<file path="src/rtl/fmr_health_tracker.sv">
// Health manager for a 5MR voter: per-replica saturating fault counters, retirement
// of persistently disagreeing replicas down to MIN_ACTIVE, and a sticky alarm.
module fmr_health_tracker #(
  parameter int CNT_W      = 4,
  parameter int FAIL_TH    = 4,
  parameter int MIN_ACTIVE = 3
) (
  input  logic       clk,
  input  logic       rst,
  input  logic       valid_in,
  input  logic [4:0] disagree,
  input  logic       clear_fault,
  output logic [4:0] g,
  output logic [2:0] n_active,
  output logic [1:0] state,
  output logic       fail_event,
  output logic [2:0] fail_id,
  output logic       alarm
);

  typedef enum logic [1:0] {
    NORMAL   = 2'd0,
    DEGRADED = 2'd1,
    CRITICAL = 2'd2
  } state_t;

  localparam logic [CNT_W-1:0] TH    = CNT_W'(FAIL_TH);
  localparam logic [2:0]       MIN_N = 3'(MIN_ACTIVE);

  logic [CNT_W-1:0] cnt     [5];
  logic [CNT_W-1:0] cnt_nxt [5];
  logic [4:0]       g_nxt;
  logic [2:0]       n_nxt;
  state_t           state_q, state_nxt;
  logic             fail_event_nxt;
  logic [2:0]       fail_id_nxt;
  logic             alarm_nxt;
  logic             found;

  function automatic logic [CNT_W-1:0] sat_step(input logic [CNT_W-1:0] c, input logic up);
    if (up) return (c >= TH) ? TH : c + CNT_W'(1);
    else    return (c == '0) ? '0 : c - CNT_W'(1);
  endfunction

  function automatic logic [2:0] popcount5(input logic [4:0] v);
    logic [2:0] sum;
    sum = '0;
    for (int i = 0; i < 5; i++) sum = sum + 3'(v[i]);
    return sum;
  endfunction

  function automatic state_t state_of(input logic [2:0] n);
    if (n == 3'd5)      return NORMAL;
    else if (n > MIN_N) return DEGRADED;
    else                return CRITICAL;
  endfunction

  always_comb begin
    cnt_nxt        = cnt;
    g_nxt          = g;
    fail_event_nxt = 1'b0;
    fail_id_nxt    = fail_id;
    alarm_nxt      = alarm;
    found          = 1'b0;
    if (clear_fault) begin
      for (int i = 0; i < 5; i++) cnt_nxt[i] = '0;
      g_nxt       = 5'b11111;
      fail_id_nxt = 3'd0;
      alarm_nxt   = 1'b0;
    end else if (valid_in) begin
      for (int i = 0; i < 5; i++)
        cnt_nxt[i] = g[i] ? sat_step(cnt[i], disagree[i]) : '0;
      // Lowest-index candidate wins; the rest stay saturated for later cycles.
      for (int i = 0; i < 5; i++) begin
        if (!found && g[i] && (cnt_nxt[i] == TH)) begin
          found = 1'b1;
          if (n_active > MIN_N) begin
            g_nxt[i]       = 1'b0;
            cnt_nxt[i]     = '0;
            fail_event_nxt = 1'b1;
            fail_id_nxt    = 3'(i);
          end else begin
            alarm_nxt = 1'b1;
          end
        end
      end
    end
    n_nxt     = popcount5(g_nxt);
    state_nxt = state_of(n_nxt);
  end

  always_ff @(posedge clk) begin
    if (rst) begin
      for (int i = 0; i < 5; i++) cnt[i] <= '0;
      g          <= 5'b11111;
      n_active   <= 3'd5;
      state_q    <= NORMAL;
      fail_event <= 1'b0;
      fail_id    <= 3'd0;
      alarm      <= 1'b0;
    end else begin
      cnt        <= cnt_nxt;
      g          <= g_nxt;
      n_active   <= n_nxt;
      state_q    <= state_nxt;
      fail_event <= fail_event_nxt;
      fail_id    <= fail_id_nxt;
      alarm      <= alarm_nxt;
    end
  end

  assign state = state_q;

endmodule
</file>
<file path="config.mk">
export PLATFORM = sky130hd
export DESIGN_NAME = fmr_health_tracker
export DESIGN_NICKNAME = d
export VERILOG_FILES = /design/src/rtl/fmr_health_tracker.sv
export SDC_FILE = /design/constraint.sdc
export NUM_CORES = 1
export LEC_CHECK = 0
export BUFFER_PORTS_ARGS = -buffer_cell sky130_fd_sc_hd__buf_2
export CELL_PAD_IN_SITES_DETAIL_PLACEMENT = 1
export CELL_PAD_IN_SITES_GLOBAL_PLACEMENT = 2
export CORE_ASPECT_RATIO = 1.75
export CORE_UTILIZATION = 36
export CTS_CLUSTER_DIAMETER = 80
export DETAILED_ROUTE_END_ITERATION = 8
export GPL_TIMING_DRIVEN = 0
export PLACE_DENSITY = 0.82
export REMOVE_ABC_BUFFERS = 1
export SETUP_SLACK_MARGIN = 0.15
export SYNTH_ARGS = -nofsm -noshare
export SYNTH_HDL_FRONTEND = slang
export SYNTH_SLANG_ARGS = --single-unit
</file>
<file path="constraint.sdc">
create_clock -name clk -period 4.5 [get_ports clk]
set_input_delay 0.9 -clock clk [delete_from_list [all_inputs] [get_ports clk]]
set_output_delay 0.9 -clock clk [all_outputs]
set_load 0.01 [all_outputs]
</file>
== Word-level counts from Yosys, hierarchy flattened ==
Cells that the tools add are included.

* Add/sub/neg operators: 14
* Magnitude comparators: 7
* Equal/unequal tests: 6
* Multiplexer cells: 101
* Bitwise logic cells: 1
* Reductions and logical operators: 21

{| class="wikitable"
|+ Operators with widths
! cell !! number
|-
| 4-bit 2-to-1 mux || 40
|-
| 1-bit 2-to-1 mux || 46
|-
| 3-bit 2-to-1 mux || 12
|-
| 4-bit by 1-bit adder with 4-bit output, second input constant || 5
|-
| 4-bit by 3-bit equality test with 1-bit output, second input constant || 5
|-
| 4-bit by 3-bit >= comparator with 1-bit output, second input constant || 5
|-
| 4-bit zero test || 5
|-
| 4-bit by 1-bit subtractor with 4-bit output, second input constant || 5
|-
| 5-bit 2-to-1 mux || 2
|-
| 1-bit logical AND || 9
|-
| 3-bit by 1-bit adder with 3-bit output || 2
|-
| 3-bit by 2-bit > comparator with 1-bit output, second input constant || 2
|-
| 1-bit zero test || 4
|-
| 2-bit OR reduction || 2
|-
| 2-bit by 1-bit adder with 3-bit output || 1
|-
| 3-bit equality test, second input constant || 1
|-
| 3-bit OR reduction || 1
|-
| 1-bit by 1-bit adder with 2-bit output || 1
|-
| 2-bit 2-to-1 mux || 1
|-
| 1-bit inverter || 1
|}

* Register bits: 35
* Input port bits: 9

== Logic depth before layout (Yosys ltp) ==
* Depth in word-level cells: 41
* Mapped depth: 15
* Gate-level depth less buffers: 15

== Worst setup path before layout ==
Ideal clock, no wire load.

* Kind: input-to-reg
* Start point: input disagree[1]
* End point: register state_q[0], in the netlist state[0]
* Library setup time: 127 ps
* Arrival time: 3868 ps
* Data required time: 4373 ps
* Path slack: 505 ps
* Cell stages on the path: 13
* Buffers on the path: 0
* Cells stage by stage: or4b_1 mux2i_1 nor3_1 a2bb2oi_2 or4b_1 a21o_1 fa_1 inv_1 fa_1 inv_1 ha_1 nor2_1 nor3b_1

* Elaborated cells on any way between the ends: 38
* Those cells by class: add/sub: 4; order compare: 1; eq/ne: 2; mux: 20; reduce/logical: 11

{| class="wikitable"
|+ RTL lines
! item !! line !! RTL
|-
| start, declared || 11 || <nowiki>input logic [4:0] disagree,</nowiki>
|-
| 4-bit 2-to-1 mux * || 41 || <nowiki>if (up) return (c >= TH) ? TH : c + CNT_W'(1);</nowiki>
|-
| 4-bit 2-to-1 mux * || 70 || <nowiki>end else if (valid_in) begin</nowiki>
|-
| 4-bit 2-to-1 mux * || 65 || <nowiki>if (clear_fault) begin</nowiki>
|-
| 4-bit 2-to-1 mux * || 72 || <nowiki>cnt_nxt[i] = g[i] ? sat_step(cnt[i], disagree[i]) : '0;</nowiki>
|-
| 4-bit by 3-bit equality test with 1-bit output * || 75 || <nowiki>if (!found && g[i] && (cnt_nxt[i] == TH)) begin</nowiki>
|-
| 1-bit logical AND * || 75 ||
|-
| 1-bit 2-to-1 mux * || 75 ||
|-
| 1-bit 2-to-1 mux * || 70 ||
|-
| (+10 left out) || - ||
|-
| 1-bit 2-to-1 mux * || 75 ||
|-
| 5-bit 2-to-1 mux * || 70 ||
|-
| 5-bit 2-to-1 mux * || 65 ||
|-
| named net g_nxt[3] || 32 || <nowiki>logic [4:0] g_nxt;</nowiki>
|-
| 3-bit by 1-bit adder with 3-bit output * (2 in series) || 48 || <nowiki>for (int i = 0; i < 5; i++) sum = sum + 3'(v[i]);</nowiki>
|-
| named net n_nxt[1] || 33 || <nowiki>logic [2:0] n_nxt;</nowiki>
|-
| 3-bit by 2-bit > comparator with 1-bit output or 3-bit equality test (tied branches) || 54, 53 ||
|-
| 2-bit 2-to-1 mux or 2-bit OR reduction (tied branches) || - ||
|-
| end signal, assigned || 105 || <nowiki>state_q <= state_nxt;</nowiki>
|-
| end, declared || 34 || <nowiki>state_t state_q, state_nxt;</nowiki>
|}

Mark *: on every way through the listed nets, which the timed path passes. The rest lies on a longest branch. The select of a mux whose other input is x is not followed.
A chain may end at the register's enable or synchronous reset.

== Worst setup path after layout ==
Ends and elaborated chain as after synthesis.

==> results.yml <==
run_status:
  status: "complete, no violations"
route:
  num_vias: 2046
  drt_iter0_drc: 47
  drc: 0
  drt-wirelength-per-cell_um: 15.4
  first_pass_iters: 4
  routed_wl_um: 5740
  vias_per_cell: 5.50
  final_antenna_net_count: 0
grt:
  grt_overflow: 0
  grt_pass1_wl_um: 9890
  grt_max_degree: 27
  grt_pass1_vias: 2095
  grt.total_usage_pct: 18.3
  antenna_found_initial: 0
yosys:
  synth-seq-cells: 35
  synth_top_family_by_area: "simple AND/OR/NAND/NOR gates"
  synth_top_area_share_pct: 29.7
  async_flop_share_pct: 0
  ys.flop_type: "dfxtp_1"
  yosys-top-cells-area: "dfxtp_1, ha_1, mux2i_1"
  synth_seq_area_share_pct: 29.7
  synth-compound-area-share_pct: 13.5
  yosys.area.top_type: "dfxtp_1"
  syn_avg_cell_area_um2: 8.61
  netlist_area_um2: 2360
  synth_fa_ha_area_share_pct: 10.2
  synth-simple-area-share_pct: 31.8
  synth_common_cells: "nor2_1, dfxtp_1, mux2i_1"
  syn_inst: 274
  synthXorXnorAreaFrac_pct: 1.11
  synth_most_common_cell: "nor2_1"
  synthMuxAreaShare_pct: 8.06
  yosys_warnings: 0
  synth_edf_count: 0
  synth_cell_types: 56
sta:
  finalSetupViolations: 0
  drv_slew: 0
  period_share_pct: 90.7
  hold_violations: 0
  rsz0062_at_grt: "no"
  slew_headroom_pct: 54.9
  hold_slack_ns: 0.485
  fin_tns_setup_ns: 0
  min_period_ns: 4.08
  finClkSkew_ns: 0.00384
  worst_pin_slew_ns: 0.676
  timing.fmax_mhz: 245
  fin_ws_ns: 0.419
cells_and_area:
  post_route_cells_drive_above_1_share_pct: 16.1
  insertedDiodeCount: 0
  area_growth_pct: 10.8
  stdcell_count: 372
  finalNetCount: 318
  n_fill_cell: 785
setup_path:
  critPathArrivalTime_ns: 4.26
  endpoint_kind: "flop"
  crit_fanout: 8
  start_kind: "primary input"
  regToRegSetupSlack_ns: 0.45
  required_ns: 4.68
  criticalPathCategory: "primary input to flop"
placed_design:
  post-place-ws_ns: 0.110
  numPlacedInstances: 364
  place.detailed.hpwl_um: 4330
  gp_congestion: 0.757
  io_buffer_count: 23
floorplanning:
  dieArea_um2: 6900
  rows: 38
  die_w_um: 63.2
  initial_core_util_pct: 37.6
  fp.coreArea_um2: 6280
  die_h_um: 109
  io_pins: 24
pwr:
  seqPwrFrac_pct: 46.3
  powerDensity_nw_per_um2: 266
  clockPowerShare_pct: 36.9
  p_sw_uw: 189
  leakagePower_uw: 0.00108
  ir_worst_vdd_v: 0.000130
  p_sw_share_pct: 27.2
  totalPowerFinal_uw: 696
  comb_power_share_pct: 16.8
  p_int_uw: 506
job:
  drv_cap: 0
clock_tree:
  cts_max_level: 2
  cts.sinks: 35
  tritoncts: "built"
  clock_latency_ns: 0.29
  post_cts_buffers: 0
  clk_pin_slew_worst_paths_ns: 0.07
  clockBufferDepth: 2
  cts-root-buf: "clkbuf_8"
  cts_made_buffers: 5
worst_hold_path:
  hold_path_class: "flop to flop"
-- cell families (layout without fill, tap and decap cells) --
| logic type | Yosys count | in the layout |
|---|---|---|
| AND/OR/NAND/NOR | 124 | 124 |
| multiplexers | 19 | 19 |
| adder cells (fa/ha/maj) | 18 | 18 |
| XOR/XNOR | 3 | 3 |
| flip-flops | 35 | 35 |
| AO/OA/AOI/OAI | 44 | 44 |
| buffers and inverters | 31 | 49 |
-- critical path: stages --
cell and delay [ns]:
buf_2 0.14, or4b_1 0.50, mux2i_1 0.19, nor3_1 0.13
a2bb2oi_2 0.31, or4b_1 0.47, a21o_1 0.23, fa_1 0.50
inv_1 0.05, fa_1 0.39, inv_1 0.06, ha_1 0.22
nor2_1 0.11, nor3b_1 0.06
-- routing by layer --
metal  wire length (um)  part of all wire [%]  GRT usage, %  vias to the layer above
li1                   -                     -             -                     1010
met1               2270                    39          18.5                     1003
met2               3290                    57          37.5                       25
met3                110                   1.9          2.41                        8
met4                 73                   1.3          5.84                        0
met5                  0                     0             0                        -
-- placed cells by master (no fill, tap or decap), types with 2 or more instances in the layout --
master / instances
clkbuf_8: 7
o21ai_0: 10
nor2_1: 36
or4b_1: 5
nand4bb_1: 4
or2_2: 2
nand2b_1: 8
dfxtp_1: 35
or2_1: 3
nor3_1: 10
nor3b_1: 7
ha_1: 16
nand4_1: 6
a211oi_1: 2
or4_4: 3
fa_1: 2
o32ai_1: 3
xor2_1: 3
and3_1: 3
and2_1: 3
a21oi_1: 8
o211ai_1: 2
and4_4: 2
buf_2: 23
inv_1: 18
nand3_1: 5
nor2b_1: 5
a21o_1: 3
a2111oi_0: 2
mux2i_1: 19
nand3b_1: 2
nand2_1: 11
nor2_2: 2
a31oi_1: 2
-- what timing repair did --
item | in CTS | in global routing
gates resized for setup | 0 | 1
endpoints found under the setup margin | 0 | 2
hold buffers | 0 | 0
endpoints found under the hold margin | 0 | 0
-- state kept, by name (all words and copies together), names as in the netlist --
signal and cells:
fail_event 1, alarm 1, n_active 3, cnt 20, state 2, g 5, fail_id 3
-- cell type report --
| cell class | instances | area [um^2] | share of cell area, % |
|---|---|---|---|
| repair buffers | 23 | 115 | 4.40 |
| inverters | 18 | 67.6 | 2.58 |
| well taps | 80 | 100 | 3.83 |
| clock buffers | 7 | 96.3 | 3.68 |
| multi-input cells | 208 | 1530 | 58.4 |
| flip-flops and latches | 35 | 701 | 26.8 |
| clock inverters | 1 | 7.51 | 0.287 |
-- through the flow --
step	util, %	cell area, um^2
floorplan	-	2290
global placement	40.0	2510
detailed placement	40.0	2510
CTS	41.6	2610
global route	41.7	2620
finish	41.7	2620
-- worst paths after layout --
path / start / endpoint / depth (start not counted)
worst max-delay path: disagree[1] / state[0] / 14
worst min-delay path: alarm / alarm / 2
worst max register to register: cnt[12] / state[0] / 15
worst min register to register: alarm / alarm / 2
-- power by group through the flow --
stage	registers [uW]	clock network, uW	logic, uW
6_report	322	257	117
5_1_grt	323	278	132
4_1_cts	323	264	118
3_5_place_dp	330	0	117
3_3_place_gp	330	0	115
2_1_floorplan	329	0	80.2
(Power assumes the default switching activity.)
